### src/rtl/network_host.sv
// Host-side sequencer for the bitstream network controller: latches one input
// vector per request, pulses start, waits for finish (with watchdog), returns outputs.
module network_host #(
   parameter int INPUT_SIZE  = 2,
   parameter int OUTPUT_SIZE = 1,
   parameter int TIMEOUT     = 1024
) (
   input  logic               clk,
   input  logic               rst,
   input  logic               req_valid,
   output logic               req_ready,
   input  logic signed [31:0] req_data     [0:INPUT_SIZE-1],
   output logic               resp_valid,
   input  logic               resp_ready,
   output logic signed [31:0] resp_data    [0:OUTPUT_SIZE-1],
   output logic               resp_timeout,
   output logic               busy,
   output logic [1:0]         ctrl_state,
   output logic [7:0]         control_out,
   input  logic [7:0]         control_in,
   output logic signed [31:0] net_data_in  [0:INPUT_SIZE-1],
   input  logic signed [31:0] net_data_out [0:OUTPUT_SIZE-1]
);

   localparam int CW = $clog2(TIMEOUT) + 1;
   localparam logic [CW-1:0] CNT_LAST = CW'(TIMEOUT - 1);
   localparam logic [CW-1:0] CNT_MAX  = {CW{1'b1}};

   typedef enum logic [1:0] {
      S_IDLE  = 2'd0,
      S_START = 2'd1,
      S_WAIT  = 2'd2,
      S_RESP  = 2'd3
   } state_t;

   state_t             state_q;
   logic [CW-1:0]      cnt_q;
   logic [CW-1:0]      cnt_d;
   logic               start_q;
   logic               busy_q;
   logic               resp_valid_q;
   logic               resp_timeout_q;
   logic [1:0]         ctrl_state_q;
   logic signed [31:0] resp_data_q   [0:OUTPUT_SIZE-1];
   logic signed [31:0] net_data_in_q [0:INPUT_SIZE-1];
   logic               ctrl_unused_s;

   // Status bits 5:1 carry nothing this host consumes.
   assign ctrl_unused_s = ^control_in[5:1];

   // Saturating watchdog increment.
   always_comb begin
      cnt_d = cnt_q;
      if (cnt_q != CNT_MAX) begin
         cnt_d = cnt_q + CW'(1);
      end else begin
         cnt_d = cnt_q;
      end
   end

   // Sequencer FSM with all outputs registered.
   always_ff @(posedge clk) begin
      if (rst) begin
         state_q        <= S_IDLE;
         cnt_q          <= '0;
         start_q        <= 1'b0;
         busy_q         <= 1'b0;
         resp_valid_q   <= 1'b0;
         resp_timeout_q <= 1'b0;
         ctrl_state_q   <= 2'b00;
         for (int i = 0; i < OUTPUT_SIZE; i++) begin
            resp_data_q[i] <= 32'sd0;
         end
         for (int i = 0; i < INPUT_SIZE; i++) begin
            net_data_in_q[i] <= 32'sd0;
         end
      end else begin
         ctrl_state_q <= control_in[7:6];
         case (state_q)
            S_IDLE: begin
               if (req_valid) begin
                  net_data_in_q <= req_data;
                  start_q       <= 1'b1;
                  busy_q        <= 1'b1;
                  state_q       <= S_START;
               end
            end
            S_START: begin
               start_q <= 1'b0;
               cnt_q   <= '0;
               state_q <= S_WAIT;
            end
            S_WAIT: begin
               cnt_q <= cnt_d;
               // Finish has priority over a coincident watchdog expiry.
               if (control_in[0]) begin
                  resp_data_q    <= net_data_out;
                  resp_timeout_q <= 1'b0;
                  resp_valid_q   <= 1'b1;
                  state_q        <= S_RESP;
               end else if (cnt_q == CNT_LAST) begin
                  for (int i = 0; i < OUTPUT_SIZE; i++) begin
                     resp_data_q[i] <= 32'sd0;
                  end
                  resp_timeout_q <= 1'b1;
                  resp_valid_q   <= 1'b1;
                  state_q        <= S_RESP;
               end
            end
            S_RESP: begin
               if (resp_ready) begin
                  resp_valid_q <= 1'b0;
                  busy_q       <= 1'b0;
                  state_q      <= S_IDLE;
               end
            end
            default: begin
               start_q      <= 1'b0;
               busy_q       <= 1'b0;
               resp_valid_q <= 1'b0;
               state_q      <= S_IDLE;
            end
         endcase
      end
   end

   assign req_ready    = (state_q == S_IDLE);
   assign resp_valid   = resp_valid_q;
   assign resp_data    = resp_data_q;
   assign resp_timeout = resp_timeout_q;
   assign busy         = busy_q;
   assign ctrl_state   = ctrl_state_q;
   assign control_out  = {7'b000_0000, start_q};
   assign net_data_in  = net_data_in_q;

endmodule

### config.mk
export PLATFORM = sky130hd
export DESIGN_NAME = network_host
export DESIGN_NICKNAME = d
export VERILOG_FILES = /design/src/rtl/network_host.sv
export SDC_FILE = /design/constraint.sdc
export NUM_CORES = 1
export LEC_CHECK = 0
export CAP_MARGIN = 20
export CELL_PAD_IN_SITES_DETAIL_PLACEMENT = 1
export CELL_PAD_IN_SITES_GLOBAL_PLACEMENT = 1
export CORE_ASPECT_RATIO = 1.1
export CORE_MARGIN = 1
export CORE_UTILIZATION = 25
export DETAILED_ROUTE_END_ITERATION = 6
export PLACE_DENSITY_LB_ADDON = 0.15
export SKIP_LAST_GASP = 1
export SYNTH_ARGS = -nofsm -noshare
export SYNTH_HDL_FRONTEND = slang
export SYNTH_SLANG_ARGS = --single-unit
### constraint.sdc
create_clock -name clk -period 1.54 [get_ports clk]
set_input_delay 0.385 -clock clk [delete_from_list [all_inputs] [get_ports clk]]
set_output_delay 0.385 -clock clk [all_outputs]
set_load 0.1 [all_outputs]
==> metrics.txt, run 1 <==
Hold Crit Class=input port to flop; Mapped Cells=473; vias in the first global route=4594; Worst R2R Setup Slack=-40 ps; final hold vios=0; Netlist cell types=45; Worst Path Max Fanout=3; share of the synthesized area in the top cell type=54.55%; clock tree root driver cell=clkbuf_16; final wirelength=16.45 mm; Final WS setup=-80.09 ps; hold buffer count at CTS=0; Pre-antenna DRT Iters=4; # diodes=0; total gr overflow=0; # nets final=832; Die Y=138.3 µm; top cells by area, synth=dfxtp_1 (55%), nand2_1 (12%), a21oi_1 (8.4%); Hold Crit Start=rst; worst-skew pair later-pin latency=410 ps; reg2reg path depth=8; global-route wire length before repair=24.34 mm; max cap viols=0; DRT iter0 DRCs=166; fin crit share=105.2%; Detail Placement HPWL=11.02 mm; commonest non-fill, non-tap cell in the layout=nand2_1; Slew Viols, Final=0; number of CTS-inserted buffers=17; Core ar.=16430 µm²; startpoint class of the critical path=flop; hold path cells=3; LEAKAGE=0.003516 µW; failing checks=setup timing; post-layout min period=1620 ps; initial antenna violation count=0; Row Count=49; Reg area=2313 µm²; Fmax achieved=617.3 MHz; multi-input gate area in the final layout=1872 µm²; top_reg_cell synth=dfxtp_1; outcome=finished with violations; setup TNS=-796.4 ps; Initial Utilization=25.69%; register area share after synthesis=54.55%; Syn Std Cell Area=4220 µm²; Clock Tree Buf Depth=2; CTS tree=done; WHS=342.5 ps; Layout fillers=1729; largest net degree at the start of global routing=40; Port Buf Inserts=205; CP required=1150 ps; reg2reg end=net_data_in[24]; Reg-to-Reg Start=state_q[1]; Synth Area per Inst=8.922 µm²; H-tree depth=4; Final Skew=7.125 ps; GP Congestion=0.7387; hold endpoint=resp_valid; total power=17030 µW; Yosys top cell by area=dfxtp_1; Pwr Density=1937 nW/µm²; WS Path Type=flop to output pin; GRT Resource Usage Total=18.08%; DRT antenna net count=0; Via density=4.681; clock slew at reported path FFs=50 ps; area growth from synthesis to layout=108.3%; DR vias=4377; die area=17410 µm²; Ys Warns=0; RSZ-0062 raised after global routing=yes; FF+latch count, synth=115; data arrival time of the worst path=1240 ps; Crit. End Element=output pin; worst vdd ir=837.8 µV; drt drc=0; Final setup viols=48; EDFF count, synth=0; CTS sink cnt=115; Finished Layout Cells=935; most frequent cells in the layout=nand2_1 (134), buf_12 (110), dfxtp_1 (106); DR WL/cell=17.60 µm; Placed Area=7799 µm²; placed cells=886; # IOs=218; fin area=8791 µm²; ratio of cells with drive above 1 in the final layout=31.60%; asr flop ratio synth=0%; Die W=125.9 µm
## cell families (layout without fill, tap and decap cells)
| group | Yosys count | after routing | synth area share, % |
|---|---|---|---|
| mux | 3 | 3 | 0.7708 |
| compound gates | 122 | 122 | 19.00 |
| other cells | 1 | 7 | 0.08886 |
| simple gates | 183 | 183 | 19.03 |
| flops | 115 | 115 | 54.55 |
| buf+inv | 43 | 295 | 4.862 |
| xor+xnor | 1 | 1 | 0.2076 |
| fa+ha+maj | 5 | 5 | 1.482 |
## cell usage after synthesis (2+ instances only)
| master | n |
|---|---|
| nand3_1 | 7 |
| nor3_1 | 3 |
| a31oi_1 | 3 |
| nor2_1 | 12 |
| buf_2 | 5 |
| a22o_1 | 34 |
| or3_1 | 3 |
| a21oi_1 | 71 |
| ha_1 | 5 |
| dfxtp_1 | 115 |
| clkbuf_1 | 17 |
| nor3_2 | 2 |
| nor2b_1 | 2 |
| buf_4 | 8 |
| inv_1 | 5 |
| and4_1 | 2 |
| buf_1 | 7 |
| a211oi_1 | 2 |
| nand2_1 | 135 |
| o21bai_1 | 2 |
| and3_1 | 2 |
| o21ai_0 | 2 |
| nand2b_1 | 7 |
## sequential cells by signal, summed over array words and instances (netlist names)
register,cells
state_q,2
busy,1
resp_timeout,1
ctrl_state,2
start_q,1
resp_data,32
net_data_in,64
resp_valid,1
cnt_q,11
## power by group
part	total, µW	leakage [µW]	internal, µW	switching (µW)
registers	4040	0.000943	3500	538
clock network	4270	0.000313	2890	1380
logic	8720	0.00226	3350	5380
## metal layers
layer	vias to the layer above	GRT usage (%)	routed length, µm
li1	2092	-	-
met1	2137	19.36	6497
met2	129	33.27	8957
met3	19	4.373	692
met4	0	8.180	307
met5	-	0	0
## worst max-delay path, stage by stage, from the launching register on
cell	delay, ps
dfxtp_2	330
buf_6	120
inv_4	50
ha_4	140
buf_12	170
## metrics by stage
| stage | utilization [%] | worst slack [ps] |
|---|---|---|
| finish | 53.50 | -80.09 |
| global route | 53.50 | -130.4 |
| CTS | 51.91 | -110.2 |
| detailed placement | 47.46 | -154.5 |
| global placement | 47.46 | -90.62 |
| floorplan | - | -96.82 |
## layout make-up
class	count	area share, %
Timing Repair Buffer	259	42.07
Sequential cell	115	26.32
Multi-Input combinational cell	321	21.29
Clock buffer	20	5.081
Tap cell	204	2.904
Clock inverter	11	2.092
Inverter	5	0.2420
## how the worst max path moves through the flow
stage	start	depth (start not counted)	to
final	state_q[1]	4	req_ready
after global routing	state_q[0]	8	cnt_q[5]
after CTS	state_q[1]	4	req_ready
after detailed placement	req_valid	5	net_data_in[45]
after global placement	req_valid	5	net_data_in[61]
after floorplan	state_q[1]	7	net_data_in[33]
## timing repair
item                       CTS  global route
setup buffers                6             5
gates cloned                 1             7
pin swaps                    6             2
gates resized for setup     13            24
setup endpoints to repair   45            69
No activity file was read; power rests on OpenSTA's default activity.
==> run 2, diff against run 1 <==
ABC_AREA = 1   (was default)
==> metrics.txt, run 2 <==
outcome=finished with violations; failing checks=setup timing; reg2reg end=state_q[1]; clock tree root driver cell=clkbuf_16; Syn Std Cell Area=4343 µm² (+2.9%); RSZ-0062 raised after global routing=yes; Setup crit end=req_ready; Worst R2R Setup Slack=0 ps (+40 ps); commonest non-fill, non-tap cell in the layout=nor2_1; vias in the first global route=4886 (+6.4%); total power=18040 µW (+5.9%); Port Buf Inserts=205 (unchanged); asr flop ratio synth=0% (unchanged); # IOs=218 (unchanged); initial antenna violation count=0 (unchanged); Initial Utilization=25.52% (-0.16 points); post-layout min period=1600 ps (-19.80 ps); die area=17900 µm² (+2.9%); multiplexer area fraction after synthesis=0% (-0.77 points); ratio of cells with drive above 1 in the final layout=23.73% (-7.9 points); final wirelength=15.81 mm (-3.9%); Worst Path Max Fanout=2 (-1); # nets final=906 (+8.9%); Post-synth top cells=nor2_1 (146), dfxtp_1 (115), nand2_1 (93), o21ai_0 (69), a21oi_1 (46); Synth Area in XOR/XNOR=0% (-0.21 points); Mapped Cells=571 (+21%); largest family of logic cells by synthesized area=simple AND/OR/NAND/NOR gates; most frequent cells in the layout=nor2_1 (145), dfxtp_1 (111), buf_12 (111); Core ar.=17020 µm² (+3.6%); DRT antenna net count=0 (unchanged); Final WS setup=-60.29 ps (+19.80 ps); Yosys top cell by area=dfxtp_1; drt drc=0 (unchanged); DR vias=4531 (+3.5%); Post-Synth Adder-Cell Area=1.441% (-0.042 points); Via density=4.361 (-6.8%); Die W=127.7 µm (+1.4%); Slew Viols, Final=0 (unchanged); Pre-antenna DRT Iters=4 (unchanged); Hold Crit Class=flop to flop; top_reg_cell synth=dfxtp_1; total gr overflow=0 (unchanged); startpoint class of the critical path=flop; GRT Resource Usage Total=17.69% (-0.39 points); register area share after synthesis=53.01% (-1.5 points); Compound-Gate Fraction of Synth Area=13.43% (-5.6 points); Detail Placement HPWL=11.21 mm (+1.7%); fin crit share=103.9% (-1.3 points); Fmax achieved=624.9 MHz (+1.2%); final hold vios=0 (unchanged); data arrival time of the worst path=1220 ps (-20 ps); Netlist cell types=22 (-51%); global-route wire length before repair=24.67 mm (+1.4%); DR WL/cell=15.22 µm (-14%); DRT iter0 DRCs=121 (-27%); top-count cell post-synth=nor2_1; clock slew at reported path FFs=50 ps (about the same); Die Y=140.2 µm (+1.4%); Pwr Density=2098 nW/µm² (+8.3%); Critical path origin=state_q[0]; CTS tree=done; hold buffer count at CTS=0 (unchanged); H-tree depth=4 (unchanged); FF+latch count, synth=115 (unchanged); worst-skew pair later-pin latency=410 ps (about the same); WS Path Type=flop to output pin; CP required=1150 ps (about the same); post-layout util=50.51% (-3.0 points); max cap viols=0 (unchanged); GP Congestion=0.7214 (-2.3%); largest net degree at the start of global routing=65 (+63%); top cells by area, synth=dfxtp_1 (53%), nor2_1 (13%), nand2_1 (8.0%); Final setup viols=1 (-98%); Final Skew=8.247 ps (+1.122 ps); Reg-to-Reg Start=state_q[0]; CTS sink cnt=115 (unchanged); setup TNS=-60.29 ps (+736.1 ps); Crit. End Element=output pin; Synth Area per Inst=7.606 µm² (-15%); number of CTS-inserted buffers=17 (unchanged); share of the synthesized area in the top cell type=53.01% (-1.5 points); area growth from synthesis to layout=97.93%; Clock Tree Buf Depth=2 (unchanged); reg2reg path depth=10 (+2); Ys Warns=0 (unchanged); # diodes=0 (unchanged); Row Count=50 (+2.0%); EDFF count, synth=0 (unchanged); worst vdd ir=1149 µV (+37%); LEAKAGE=0.003383 µW (-3.8%); post-synthesis simple-gate area fraction=25.09% (+6.1 points); number of flip-flops in the largest register=64 (unchanged)
-- run 2: changes by cell type after synthesis, sizes merged, moves of 3 or more --
| cell | previous run | this run |
|---|---|---|
| a31oi | 3 | 0 |
| nor2 | 12 | 148 |
| a21oi | 71 | 46 |
| a22o | 34 | 0 |
| inv | 5 | 23 |
| o21ai | 2 | 69 |
| nand2 | 135 | 98 |
| nand3 | 8 | 18 |
| nand2b | 7 | 0 |
| clkbuf | 17 | 21 |
| or3 | 4 | 0 |
-- run 2: how the worst min path moves through the flow --
| stage | from | to | slack, ps | cells past startpoint |
|---|---|---|---|---|
| CTS | control_in[6] | ctrl_state[0] | 480 | 3 |
| global placement | cnt_q[10] | cnt_q[10] | 470 | 2 |
| floorplan | cnt_q[10] | cnt_q[10] | 450 | 2 |
| global route | control_in[6] | ctrl_state[0] | 510 | 3 |
| detailed placement | cnt_q[10] | cnt_q[10] | 470 | 2 |
| finish | cnt_q[10] | cnt_q[10] | 490 | 2 |
-- run 2: layout make-up --
cell class	instances	area, µm²
clock buffer	23	478.0
clock inverter	8	102.6
fill	1961	8421
inverter	23	88.84
multi-input combinational	398	1864
sequential	115	2310
tap	234	292.8
timing repair buffer	238	3460
-- run 2: what timing repair did --
action                     CTS  global route
gates resized for setup      7            23
setup buffers                4             4
gates cloned                 0             1
pin swaps                    3             4
setup endpoints to repair   10            64
-- run 2: kinds of logic (layout without fill, tap and decap cells) --
group / after synthesis / in the layout
other cells: 1 / 7
simple gates: 270 / 270
buf+inv: 64 / 292
fa+ha+maj: 5 / 5
flops: 115 / 115
compound gates: 116 / 116
-- run 2: power by group --
group          switching [µW]  leakage, µW  internal (µW)
Sequential                656     0.000945           3620
Combinational            6410      0.00216           3500
Clock                    1360     0.000279           2500
-- run 2: per-layer routing --
| layer | part of all wire [%] | GRT usage [%] |
|---|---|---|
| met5 | 0 | 0 |
| met2 | 52 | 31.98 |
| met3 | 8.4 | 7.639 |
| met4 | 1.9 | 6.873 |
| met1 | 38 | 17.78 |
-- run 2: through the flow --
stage / instance area [µm²] / cells / setup WS (ps) / hold slack [ps]
after floorplan: 4378 / 577 / -12.25 / 448.8
after global placement: 7821 / 999 / -89.84 / 465.3
after detailed placement: 7821 / 999 / -138.3 / 469.9
after CTS: 8448 / 1034 / -81.18 / 478.3
after global routing: 8596 / 1039 / -94.85 / 514.1
final: 8596 / 1039 / -60.29 / 494.7
-- run 2: critical path, cell delays in order, from the launching register on --
cell	delay [ps]
dfxtp_2	330
inv_2	40
buf_6	110
ha_4	160
buf_12	160
